$ cat config.mk
export PLATFORM = sky130hd
export DESIGN_NAME = odd_parity_serial_tx
export DESIGN_NICKNAME = d
export VERILOG_FILES = /design/src/rtl/odd_parity_serial_tx.sv
export SDC_FILE = /design/constraint.sdc
export NUM_CORES = 1
export LEC_CHECK = 0
export CAP_MARGIN = 5
export CORE_UTILIZATION = 55
export CTS_BUF_LIST = sky130_fd_sc_hd__clkbuf_8
export DETAILED_ROUTE_END_ITERATION = 7
export HOLD_SLACK_MARGIN = 0.03
export PLACE_DENSITY = 0.78
export SLEW_MARGIN = 15
export SYNTH_ARGS = -nofsm -noshare
export SYNTH_HDL_FRONTEND = slang
export SYNTH_SLANG_ARGS = --single-unit
$ cat constraint.sdc
create_clock -name CLK -period 2.54 [get_ports CLK]
set_clock_uncertainty 0.2 [all_clocks]
set_input_delay 0.381 -clock CLK [delete_from_list [all_inputs] [get_ports CLK]]
set_output_delay 0.381 -clock CLK [all_outputs]
set_load 0.01 [all_outputs]
$ cat src/rtl/odd_parity_serial_tx.sv
// odd_parity_serial_tx: serialises a captured nibble as a 7-bit frame
// (start 0, A, B, C, D, odd parity, stop 1). Each bit is held for BIT_CYCLES clocks.
module odd_parity_serial_tx #(
    parameter int unsigned BIT_CYCLES = 4
) (
    input  logic CLK,
    input  logic RST,
    input  logic A,
    input  logic B,
    input  logic C,
    input  logic D,
    input  logic LOAD,
    input  logic FORCE_ERR,
    output logic READY,
    output logic TX,
    output logic BUSY,
    output logic DONE
);

    // Last value of the per-bit cycle counter before moving to the next bit.
    localparam logic [7:0] LastCnt = 8'(BIT_CYCLES - 1);

    typedef enum logic [2:0] {
        StIdle,
        StStart,
        StData,
        StParity,
        StStop
    } state_e;

    state_e     state_q;
    logic [7:0] cnt_q;
    logic [1:0] idx_q;
    logic [3:0] data_q;   // {D, C, B, A}
    logic       par_q;    // parity bit as it will appear on the line
    logic       tx_q;
    logic       ready_q;
    logic       done_q;

    logic       bit_end;
    logic [1:0] idx_nxt;

    // Bit boundary and next data index.
    assign bit_end = (cnt_q == LastCnt);
    assign idx_nxt = idx_q + 2'd1;

    // Frame sequencer; all outputs come straight from registers.
    always_ff @(posedge CLK) begin
        if (RST) begin
            state_q <= StIdle;
            cnt_q   <= 8'd0;
            idx_q   <= 2'd0;
            data_q  <= 4'd0;
            par_q   <= 1'b0;
            tx_q    <= 1'b1;
            ready_q <= 1'b1;
            done_q  <= 1'b0;
        end else begin
            done_q <= 1'b0;
            unique case (state_q)
                StIdle: begin
                    tx_q <= 1'b1;
                    if (LOAD) begin
                        state_q <= StStart;
                        data_q  <= {D, C, B, A};
                        par_q   <= ~(A ^ B ^ C ^ D) ^ FORCE_ERR;
                        cnt_q   <= 8'd0;
                        idx_q   <= 2'd0;
                        tx_q    <= 1'b0;
                        ready_q <= 1'b0;
                    end
                end
                StStart: begin
                    if (bit_end) begin
                        cnt_q   <= 8'd0;
                        idx_q   <= 2'd0;
                        state_q <= StData;
                        tx_q    <= data_q[0];
                    end else begin
                        cnt_q <= cnt_q + 8'd1;
                    end
                end
                StData: begin
                    if (bit_end) begin
                        cnt_q <= 8'd0;
                        if (idx_q == 2'd3) begin
                            idx_q   <= 2'd0;
                            state_q <= StParity;
                            tx_q    <= par_q;
                        end else begin
                            idx_q <= idx_nxt;
                            tx_q  <= data_q[idx_nxt];
                        end
                    end else begin
                        cnt_q <= cnt_q + 8'd1;
                    end
                end
                StParity: begin
                    if (bit_end) begin
                        cnt_q   <= 8'd0;
                        state_q <= StStop;
                        tx_q    <= 1'b1;
                    end else begin
                        cnt_q <= cnt_q + 8'd1;
                    end
                end
                StStop: begin
                    if (bit_end) begin
                        cnt_q   <= 8'd0;
                        state_q <= StIdle;
                        tx_q    <= 1'b1;
                        ready_q <= 1'b1;
                        done_q  <= 1'b1;
                    end else begin
                        cnt_q <= cnt_q + 8'd1;
                    end
                end
                default: begin
                    state_q <= StIdle;
                    cnt_q   <= 8'd0;
                    idx_q   <= 2'd0;
                    tx_q    <= 1'b1;
                    ready_q <= 1'b1;
                end
            endcase
        end
    end

    assign READY = ready_q;
    assign BUSY  = ~ready_q;
    assign TX    = tx_q;
    assign DONE  = done_q;

endmodule

==> results by group <==
Clock tree
  • Clk buf depth: 2
  • TritonCTS clock tree: built
  • CTS resizes: 0
  • CTS Buf Count: 3
  • Worst-path clk slew: 0.08 ns
  • CTS root buf: clkbuf_8
  • CTS Sinks: 21
  • Post-CTS setup buffer count: 0
  • Clock latency on the worst-skew pair: 0.26 ns
  • Cts hold-fix bufs: 0
  • H-tree depth: 1

Synthesis
  • Mux contribution to synthesized area: 6.71%
  • Sequential share of the synthesized area: 38.2%
  • Synth Area in Compound Gates: 11.7%
  • Synth Net Count: 125
  • Post-Synth XOR/XNOR Area: 11.1%
  • Simple-gate share of the synthesized area: 26.2%
  • FF+latch count, synth: 21
  • Adder-cell share of the synthesized area: 2.28%
  • Number of flops mapped to enable cells by yosys: 0
  • Post-synth top flop: dfxtp_1
  • Mean post-synth cell area: 9.56 µm²
  • Yosys cell types: 44
  • Syn Std Cell Area: 0.00110 mm²
  • Ys Warns: 0
  • Mapped Cells: 115
  • Async set or reset register ratio after synthesis: 0%
  • Largest family of logic cells by synthesized area: simple AND/OR/NAND/NOR gates

Route
  • Drc violations: 0
  • Drt first pass iters: 4
  • DR vias: 862
  • Wire length reported by the detailed router: 2080 µm
  • DRT antenna net count: 0
  • Wirelength per Cell: 13.7 µm
  • Starting DRC count in detailed routing: 15
  • Vias per cell: 5.67

Timing
  • Fmax: 0.503 GHz
  • Final Hold Viols: 0
  • Final setup TNS: 0 ns
  • Final period utilization: 78.2%
  • Crit path time final: 1.99 ns
  • Final-report setup violation count: 0
  • RSZ-0062 raised after global routing: no
  • Final Slew Violations: 0
  • Max-slew headroom: 63.9%
  • Measured slew at the worst slew-check pin: 0.529 ns

Global routing
  • Vias in the first global route: 806
  • First-pass GRT wire length: 3540 µm
  • Pin count of the biggest net entering global routing: 13
  • Grt total ovfl: 0
  • GRT Overall Usage: 23.6%
  • Antenna violations before repair: 0

Layout
  • Share of layout cells above drive strength 1: 11.8%
  • Fin nets: 138
  • Synthesis-to-finish area growth: 15.6%
  • Antenna Cells: 0
  • Fillers: 159
  • Final Core Density: 70.6%

Place
  • DPL Wire Length: 1520 µm
  • GP Congestion: 0.849
  • Port Buffers: 11

Run status
  • Status: finished, final reports clean

Worst setup path
  • CP arrival: 1.93 ns
  • Crit path largest cell delay: 0.41 ns
  • CP Data Required Time: 2.48 ns
  • Crit path max-delay cell type: a31oi_2
  • Critical path peak fanout: 8
  • Crit path kind: reg2reg
  • CP Capture Type: register
  • Crit path cell chain: ha_1 > nor4b_4 > a2111oi_0 > a31oi_2 > nor2_1
  • Startpoint Class: register

Power
  • Maximum vdd drop: 0.000409 V
  • Psw: 0.000168 W
  • Logic pwr share: 14.7%
  • Sequential fraction of design power: 53.0%
  • Internal: 0.000502 W
  • Clock share of power: 32.3%
  • Leakage Power: 0.456 nW
  • Sw Ratio: 25.0%
  • Pwr per Cell Area: 527 mW/mm²

Min path
  • Min-delay worst type: reg2reg

Floorplan
  • Die ar.: 0.00218 mm²
  • CORE AREA: 0.00180 mm²
  • I/O pin cnt: 12
  • Die Wd: 46.7 µm
  • Cell row count: 15
  • Die H: 46.7 µm
  • Starting density of the core: 61.0%

Job
  • Max cap viols: 0
==> cell usage after synthesis (2+ instances only) <==
master	instances	area [µm²]
nand2_1	7	26.3
nor3_1	4	20.0
inv_1	3	11.3
mux2i_1	4	40.0
buf_2	3	15.0
nand3_1	3	15.0
a21oi_1	4	20.0
ha_1	2	25.0
xor2_1	5	43.8
and3_1	2	12.5
nor2_1	17	63.8
dfxtp_1	21	420
xnor2_1	9	78.8
==> state kept, by name, indices dropped and copies added, names as in the netlist <==
name,count
READY,1
state_q,3
idx_q,2
par_q,1
TX,1
DONE,1
cnt_q,8
data_q,4
==> kinds of logic after synthesis <==
kind of cell	Yosys count
xor gates and xnor gates	14
AOI/OAI and AO/OA	16
adders and majority gates	2
DFF	21
muxes	6
and+or+nand+nor	48
buffers and inverters	8
==> layout make-up <==
class                           instances  area [µm²]  area share [%]
Multi-Input combinational cell         86         638            50.2
Sequential cell                        21         420            33.1
Timing Repair Buffer                   13         125            9.84
Clock buffer                            3        41.3            3.25
Tap cell                               25        31.3            2.46
Inverter                                3        11.3           0.886
Clock inverter                          1        3.75           0.295
==> worst max-delay path: cells and delay by family, from the launching register on <==
kind	cells	cell delay, ns
simple gates	2	0.44
flops	1	0.38
compound gates	2	0.61
fa+ha+maj	1	0.24
==> layout by cell type, fill, tap and decap left out, types with 2 or more instances in the layout <==
master,instances
clkbuf_8,3
a21oi_1,4
nand2_1,7
and3_1,2
nand3_1,3
clkdlybuf4s50_1,11
buf_4,2
ha_1,2
nor3_1,4
xnor2_1,9
mux2i_1,4
nor2_1,17
xor2_1,5
inv_1,4
dfxtp_1,21
==> final timing paths <==
check	from	slack [ns]	to	depth (start not counted)
max	cnt_q[0]	0.55	cnt_q[4]	5
min	cnt_q[1]	0.28	cnt_q[1]	2
max reg2reg	cnt_q[0]	0.55	cnt_q[4]	5
min reg2reg	cnt_q[1]	0.28	cnt_q[1]	2
==> stage by stage <==
stage                     cells  setup slack (ns)  hold slack (ns)  power (W)  instance area, µm²
after floorplan             115             0.775            0.246   0.000427                1100
after global placement      148             0.416            0.264   0.000459                1230
after detailed placement    148             0.385            0.271   0.000461                1230
after CTS                   152             0.544            0.281   0.000672                1270
after global routing        152             0.422            0.297   0.000695                1270
final                       152             0.553            0.282   0.000670                1270
==> power by group through the flow <==
stage | clock network (W) | registers, W | logic (W)
finish | 0.000217 | 0.000355 | 0.0000984
CTS | 0.000218 | 0.000355 | 0.0000991
detailed placement | 0 | 0.000362 | 0.0000983
global route | 0.000228 | 0.000358 | 0.000109
floorplan | 0 | 0.000359 | 0.0000677
global placement | 0 | 0.000362 | 0.0000966
==> layer usage <==
layer,up-vias,wire length [µm],track usage [%]
li1,431,-,-
met1,408,1060,33.2
met2,16,888,32.8
met3,7,73,5.10
met4,0,57,14.3
met5,-,0,0
Note: power is estimated with default switching activity, not from simulation.
